### src/rtl/fma_dot_sequencer_pkg.sv
// Shared types and defaults for the FMA dot-product sequencer.
// Holds the float word type, the sequencer state encoding and default parameters.
package fma_dot_sequencer_pkg;

  localparam int FMA_SEQ_LEN_W   = 8;
  localparam int FMA_SEQ_TIMEOUT = 16;

  typedef logic [31:0] float_sp;

  localparam float_sp FLOAT_ZERO   = 32'h0000_0000;
  localparam float_sp FAULT_RESULT = 32'hFFFF_FFFF;

  typedef enum logic [3:0] {
    SEQ_IDLE    = 4'd0,
    SEQ_FETCH   = 4'd1,
    SEQ_ISSUE_A = 4'd2,
    SEQ_ISSUE_B = 4'd3,
    SEQ_ISSUE_C = 4'd4,
    SEQ_WAIT    = 4'd5,
    SEQ_DONE    = 4'd6,
    SEQ_DRAIN   = 4'd7,
    SEQ_FAULT   = 4'd8
  } fma_seq_state_t;

endpackage

### src/rtl/fma_dot_sequencer_watchdog.sv
// Saturating cycle counter that flags an FMA hang once it has been enabled
// for TIMEOUT consecutive cycles since the last clear.
module fma_watchdog #(
  parameter int TIMEOUT = 16
) (
  input  logic clk,
  input  logic rst,
  input  logic clr_in,
  input  logic en_in,
  output logic expired_out
);

  localparam int CW = $clog2(TIMEOUT + 1);
  localparam logic [CW-1:0] CNT_LAST = CW'(TIMEOUT - 1);
  localparam logic [CW-1:0] CNT_SAT  = CW'(TIMEOUT);

  logic [CW-1:0] cnt_q, cnt_d;

  // Next count: clear wins, otherwise count up while enabled and not saturated.
  always_comb begin
    cnt_d = cnt_q;
    if (clr_in) begin
      cnt_d = '0;
    end else if (en_in && (cnt_q != CNT_SAT)) begin
      cnt_d = cnt_q + CW'(1);
    end else begin
      cnt_d = cnt_q;
    end
  end

  // Count register.
  always_ff @(posedge clk or negedge rst) begin
    if (!rst) begin
      cnt_q <= '0;
    end else begin
      cnt_q <= cnt_d;
    end
  end

  // The enabled cycle that sees CNT_LAST is the TIMEOUT-th one.
  assign expired_out = en_in && (cnt_q >= CNT_LAST);

endmodule

### src/rtl/fma_dot_sequencer.sv
// Dot-product sequencer: streams operand pairs into a three-cycle FMA load
// sequence, feeding the running sum back as c, and returns one result per job.
module fma_dot_sequencer
  import fma_dot_sequencer_pkg::*;
#(
  parameter int LEN_W   = FMA_SEQ_LEN_W,
  parameter int TIMEOUT = FMA_SEQ_TIMEOUT
) (
  input  logic             clk,
  input  logic             rst,
  input  logic             start_in,
  input  logic [LEN_W-1:0] len_in,
  output logic             busy_out,
  input  logic             op_valid_in,
  output logic             op_ready_out,
  input  logic [31:0]      op_a_in,
  input  logic [31:0]      op_b_in,
  output logic [31:0]      result_out,
  output logic             result_valid_out,
  output logic             error_out,
  output logic             fma_start_out,
  output logic [31:0]      fma_float_out,
  input  logic [31:0]      fma_result_in,
  input  logic             fma_ready_in,
  input  logic             fma_error_in
);

  fma_seq_state_t   state_q, state_d;
  logic [LEN_W-1:0] len_q, len_d, cnt_q, cnt_d, pcnt_q, pcnt_d;
  float_sp          a_q, a_d, b_q, b_d, acc_q, acc_d;
  float_sp          result_q, result_d, fma_float_q, fma_float_d;
  logic             result_valid_q, result_valid_d, error_q, error_d;
  logic             fma_start_q, fma_start_d;
  logic             handshake_s, wd_clr_s, wd_en_s, wd_expired_s;

  fma_watchdog #(.TIMEOUT(TIMEOUT)) u_watchdog (
    .clk        (clk),
    .rst        (rst),
    .clr_in     (wd_clr_s),
    .en_in      (wd_en_s),
    .expired_out(wd_expired_s)
  );

  assign op_ready_out = (state_q == SEQ_FETCH) || (state_q == SEQ_DRAIN);
  assign busy_out     = (state_q != SEQ_IDLE);
  assign handshake_s  = op_valid_in && op_ready_out;

  // Next-state and datapath updates.
  always_comb begin
    state_d  = state_q;
    len_d    = len_q;
    cnt_d    = cnt_q;
    pcnt_d   = pcnt_q;
    a_d      = a_q;
    b_d      = b_q;
    acc_d    = acc_q;
    wd_clr_s = 1'b0;
    wd_en_s  = 1'b0;
    case (state_q)
      SEQ_IDLE: begin
        if (start_in) begin
          len_d   = len_in;
          acc_d   = FLOAT_ZERO;
          cnt_d   = '0;
          pcnt_d  = '0;
          state_d = (len_in == '0) ? SEQ_DONE : SEQ_FETCH;
        end else begin
          state_d = SEQ_IDLE;
        end
      end
      SEQ_FETCH: begin
        if (handshake_s) begin
          a_d     = op_a_in;
          b_d     = op_b_in;
          pcnt_d  = pcnt_q + LEN_W'(1);
          state_d = SEQ_ISSUE_A;
        end else begin
          state_d = SEQ_FETCH;
        end
      end
      SEQ_ISSUE_A: state_d = SEQ_ISSUE_B;
      SEQ_ISSUE_B: state_d = SEQ_ISSUE_C;
      SEQ_ISSUE_C: begin
        wd_clr_s = 1'b1;
        state_d  = SEQ_WAIT;
      end
      SEQ_WAIT: begin
        wd_en_s = 1'b1;
        // Error beats a simultaneous ready; a job with nothing left to drain faults at once.
        if (fma_error_in || wd_expired_s) begin
          state_d = (pcnt_q == len_q) ? SEQ_FAULT : SEQ_DRAIN;
        end else if (fma_ready_in) begin
          acc_d   = fma_result_in;
          cnt_d   = cnt_q + LEN_W'(1);
          state_d = (cnt_q == len_q - LEN_W'(1)) ? SEQ_DONE : SEQ_FETCH;
        end else begin
          state_d = SEQ_WAIT;
        end
      end
      SEQ_DONE:  state_d = SEQ_IDLE;
      SEQ_DRAIN: begin
        if (handshake_s) begin
          pcnt_d  = pcnt_q + LEN_W'(1);
          state_d = (pcnt_q + LEN_W'(1) == len_q) ? SEQ_FAULT : SEQ_DRAIN;
        end else begin
          state_d = SEQ_DRAIN;
        end
      end
      SEQ_FAULT: state_d = SEQ_IDLE;
      default:   state_d = SEQ_IDLE;
    endcase
  end

  // Registered outputs decoded from the current state; the FMA bus is zero outside issue.
  always_comb begin
    fma_start_d    = (state_q == SEQ_ISSUE_A);
    result_valid_d = (state_q == SEQ_DONE);
    error_d        = (state_q == SEQ_FAULT);
    case (state_q)
      SEQ_ISSUE_A: fma_float_d = a_q;
      SEQ_ISSUE_B: fma_float_d = b_q;
      SEQ_ISSUE_C: fma_float_d = acc_q;
      default:     fma_float_d = FLOAT_ZERO;
    endcase
    if (state_q == SEQ_DONE) begin
      result_d = acc_q;
    end else if (state_q == SEQ_FAULT) begin
      result_d = FAULT_RESULT;
    end else begin
      result_d = result_q;
    end
  end

  // State, datapath and output registers.
  always_ff @(posedge clk or negedge rst) begin
    if (!rst) begin
      state_q        <= SEQ_IDLE;
      len_q          <= '0;
      cnt_q          <= '0;
      pcnt_q         <= '0;
      a_q            <= FLOAT_ZERO;
      b_q            <= FLOAT_ZERO;
      acc_q          <= FLOAT_ZERO;
      result_q       <= FLOAT_ZERO;
      result_valid_q <= 1'b0;
      error_q        <= 1'b0;
      fma_start_q    <= 1'b0;
      fma_float_q    <= FLOAT_ZERO;
    end else begin
      state_q        <= state_d;
      len_q          <= len_d;
      cnt_q          <= cnt_d;
      pcnt_q         <= pcnt_d;
      a_q            <= a_d;
      b_q            <= b_d;
      acc_q          <= acc_d;
      result_q       <= result_d;
      result_valid_q <= result_valid_d;
      error_q        <= error_d;
      fma_start_q    <= fma_start_d;
      fma_float_q    <= fma_float_d;
    end
  end

  assign result_out       = result_q;
  assign result_valid_out = result_valid_q;
  assign error_out        = error_q;
  assign fma_start_out    = fma_start_q;
  assign fma_float_out    = fma_float_q;

endmodule

### config.mk
export PLATFORM = sky130hd
export DESIGN_NAME = fma_dot_sequencer
export DESIGN_NICKNAME = d
export VERILOG_FILES = /design/src/rtl/fma_dot_sequencer_pkg.sv /design/src/rtl/fma_dot_sequencer_watchdog.sv /design/src/rtl/fma_dot_sequencer.sv
export SDC_FILE = /design/constraint.sdc
export NUM_CORES = 1
export LEC_CHECK = 0
export BUFFER_PORTS_ARGS = -buffer_cell sky130_fd_sc_hd__buf_2
export CELL_PAD_IN_SITES_DETAIL_PLACEMENT = 1
export CELL_PAD_IN_SITES_GLOBAL_PLACEMENT = 1
export CORE_AREA = 8 8 150 152
export CTS_CLUSTER_DIAMETER = 30
export DETAILED_ROUTE_END_ITERATION = 8
export DIE_AREA = 0 0 158 160
export PLACE_DENSITY_LB_ADDON = 0.1
export SLEW_MARGIN = 0
export SYNTH_ARGS = -nofsm -noshare
export SYNTH_HDL_FRONTEND = slang
export SYNTH_HIERARCHICAL = 1
export SYNTH_SLANG_ARGS = --single-unit
### constraint.sdc
create_clock -name clk -period 3.5 [get_ports clk]
set_clock_uncertainty 0.15 [all_clocks]
set_input_delay 0.525 -clock clk [delete_from_list [all_inputs] [get_ports clk]]
set_output_delay 0.525 -clock clk [all_outputs]
set_load 0.005 [all_outputs]
==> metrics.yaml <==
status:
  status: "finished, final reports clean"
yosys:
  ys_seq_area_frac: 0.576
  synthArstFlopShare: 1.00
  syn_avg_cell_area_um2: 11.5
  syn_inst: 744
  ys_warn_count: 6
  yosysTopAreaCell: "dfrtp_1"
  ys.flop_type: "dfrtp_1"
  netlist_area_mm2: 0.00852
  netlist_top_cells_area: "dfrtp_1 58%, mux2_2 9.3%, nand2_1 6.8%"
  ys_ff_latch: 196
  synthDominantCellAreaShare: 0.576
  synth_cell_types: 65
  synth_edf_count: 0
  synth_nets: 860
critical_path:
  cpPeakStageDelay_ns: 0.74
  arrival_ns: 3.05
  crit_slowest_cell: "o21ai_4"
  cp_data_required_time_ns: 3.72
  crit_type: "flip-flop to flip-flop"
  cp_cell_sequence: "and4bb_2, a21boi_0, nor2_1, and2_4, o21ai_4, nand2_1, nand2_1"
  worst_setup_path_start_kind: "flip-flop"
  end_kind: "flip-flop"
  path_max_fanout: 34
  crit_path_frequent_cell: "nand2_1"
clock_network:
  post_cts_resize_count: 0
  cts_buffers: 17
  ctsHoldBuffers: 0
  cts_setup_buffers: 0
  clock_path_buffers: 2
  clkSinkCount: 196
  clk-insertion-delay-late_ns: 0.43
  clk_pin_slew_ns: 0.07
  cts_tree: "built"
  cts_max_level: 4
  root_buffer: "clkbuf_16"
finish:
  regArea_mm2: 0.00490
  fillers: 2238
  nNetsFinal: 1018
  area_growth_pct: 20.2
  multi_input_area_mm2: 0.00332
  drive_above_1_share: 0.339
routing:
  post_drt_wl_per_cell_um: 20.3
  dr.pass1.iters: 4
  wirelength_um: 24100
  drc_errors: 0
  drt_iter0_drc: 276
  ant_nets: 0
  viasPerCell: 5.28
  vias: 6275
power:
  netSwitchingPower_w: 0.00309
  seqPwrFrac: 0.447
  switching_share: 0.351
  power_frac_comb: 0.323
  power.internal_w: 0.00571
  power.density_mw_per_mm2: 859
  pwr-share-clk: 0.230
  p_leak_nw: 5.06
  ir_worst_vdd_mv: 0.340
placement:
  dpl.hpwl_um: 17300
  gp_congestion: 0.823
  io_buffers: 178
sta:
  worst_pin_slew_ns: 0.964
  rsz0062_at_grt: "no"
  max_freq_ghz: 0.353
  post-route-period-util: 0.808
  hold_viol_final: 0
  maxSlewHeadroom: 0.355
  setup-tns-final_ns: 0
  hold_slack_ns: 0.0373
  post-route-min-period_ns: 2.83
  setup_violations: 0
  drv_slew: 0
floorplanning:
  die_h_um: 160
  pin_count: 179
  rows: 52
  initial_core_util: 0.425
  die_x_um: 158
  dieArea_mm2: 0.0253
  core_area_mm2: 0.0200
global_route:
  gr-total-overflow: 0
  antenna_found_initial: 6
  grt_max_degree: 94
  grt_pass1_vias: 7061
  grtUsageTotal: 0.198
  grt_pass1_wl_um: 39200
job:
  maxCapViolCount: 0
min_path:
  hold_path.class: "input pin to async pin"
-- synthesized netlist by cell type, types with 5 or more instances --
cell type	n
dfrtp_1	196
nand2_1	154
mux2_2	70
nand3_1	38
o22a_1	33
a22oi_1	32
nor2_1	30
xor2_1	22
buf_2	20
clkbuf_1	16
xnor2_1	10
inv_1	9
o21ai_0	9
buf_6	8
nor3_1	7
ha_1	6
nand2b_1	6
nand4_1	6
a21oi_1	5
mux2i_1	5
-- area by class of cell --
class / count / area share
flip-flops and latches: 196 / 0.479
clock buffers: 19 / 0.0442
multi-input cells: 489 / 0.324
repair buffers: 189 / 0.0996
diodes: 4 / 0.000978
inverters: 9 / 0.00330
clock inverters: 13 / 0.0160
well taps: 270 / 0.0330
-- per-stage QoR --
stage / setup WS (ns) / instance area [µm²] / utilization / power, W / cells
final: 0.671 / 10200 / 0.511 / 0.00880 / 1189
after global routing: 0.454 / 10200 / 0.511 / 0.00939 / 1187
after CTS: 0.620 / 10200 / 0.510 / 0.00891 / 1185
after detailed placement: 0.696 / 9610 / 0.480 / 0.00685 / 1153
after global placement: 0.859 / 9610 / 0.480 / 0.00665 / 1153
after floorplan: 0.835 / 8520 / - / 0.00571 / 744
-- power by group through the flow --
| stage | registers [W] | logic, W | clock network, W |
|---|---|---|---|
| global placement | 0.00391 | 0.00273 | 0 |
| CTS | 0.00394 | 0.00290 | 0.00207 |
| global route | 0.00406 | 0.00317 | 0.00216 |
| floorplan | 0.00371 | 0.00200 | 0 |
| detailed placement | 0.00397 | 0.00288 | 0 |
| finish | 0.00393 | 0.00284 | 0.00203 |
-- sequential cells by signal, indices dropped and copies added (netlist names) --
signal,flops
a_q,32
acc_q,32
b_q,32
fma_float_out,32
result_out,32
cnt_q,8
len_q,8
pcnt_q,8
u_watchdog/cnt_q,5
state_q,4
error_out,1
fma_start_out,1
result_valid_out,1
-- path summary, 6_finish.rpt --
path | startpoint | end | slack (ns) | depth (start not counted)
setup / recovery | state_q[2]$_DFF_PN0_ | acc_q[8]$_DFFE_PN0P_ | 0.67 | 7
hold / removal | rst | len_q[5]$_DFFE_PN0P_ | 0.04 | 1
setup reg to reg | state_q[2]$_DFF_PN0_ | acc_q[8]$_DFFE_PN0P_ | 0.67 | 7
hold reg to reg | result_out[28]$_DFFE_PN0P_ | result_out[28]$_DFFE_PN0P_ | 0.34 | 1
max in group asynchronous | rst | a_q[28]$_DFFE_PN0P_ | 2.40 | 2
min in group clk | fma_result_in[29] | acc_q[29]$_DFFE_PN0P_ | 0.17 | 3
-- cells in the final DEF (no fill, tap or decap), drive strengths merged, types with 3 or more instances in the layout --
cell type,instances
dfrtp,196
buf,188
nand2,154
mux2,71
nand3,38
o22a,33
a22oi,32
nor2,31
xor2,22
clkbuf,20
inv,15
xnor2,10
o21ai,10
nor3,8
nand4,6
ha,6
nand2b,6
a21oi,5
mux2i,5
diode,4
and3,4
nor4,4
clkinv,4
a211oi,3
o2111ai,3
or3,3
or2,3
-- layer usage --
metal | up-vias | track usage | share of wire
met5 | - | 0 | 0.00079
met4 | 4 | 0.0459 | 0.0085
met3 | 20 | 0.0588 | 0.065
met2 | 148 | 0.326 | 0.49
met1 | 3200 | 0.252 | 0.43
li1 | 2903 | - | -
-- cell families (layout without fill, tap and decap cells) --
kind of cell / Yosys count / after routing / synth area share
AOI/OAI and AO/OA: 102 / 102 / 0.0952
xor gates and xnor gates: 32 / 32 / 0.0329
adders and majority gates: 6 / 6 / 0.00881
buffers and inverters: 59 / 230 / 0.0386
DFF: 196 / 196 / 0.576
muxes: 76 / 76 / 0.100
other: 0 / 4 / 0
and+or+nand+nor: 273 / 273 / 0.149
-- worst max-delay path, delay by kind of cell (launching register included) --
| kind | cells | cell delay [ns] |
|---|---|---|
| AOI/OAI and AO/OA | 2 | 1.04 |
| and+or+nand+nor | 5 | 0.95 |
| DFF | 1 | 0.63 |
Note: power is estimated with default switching activity, not from simulation.
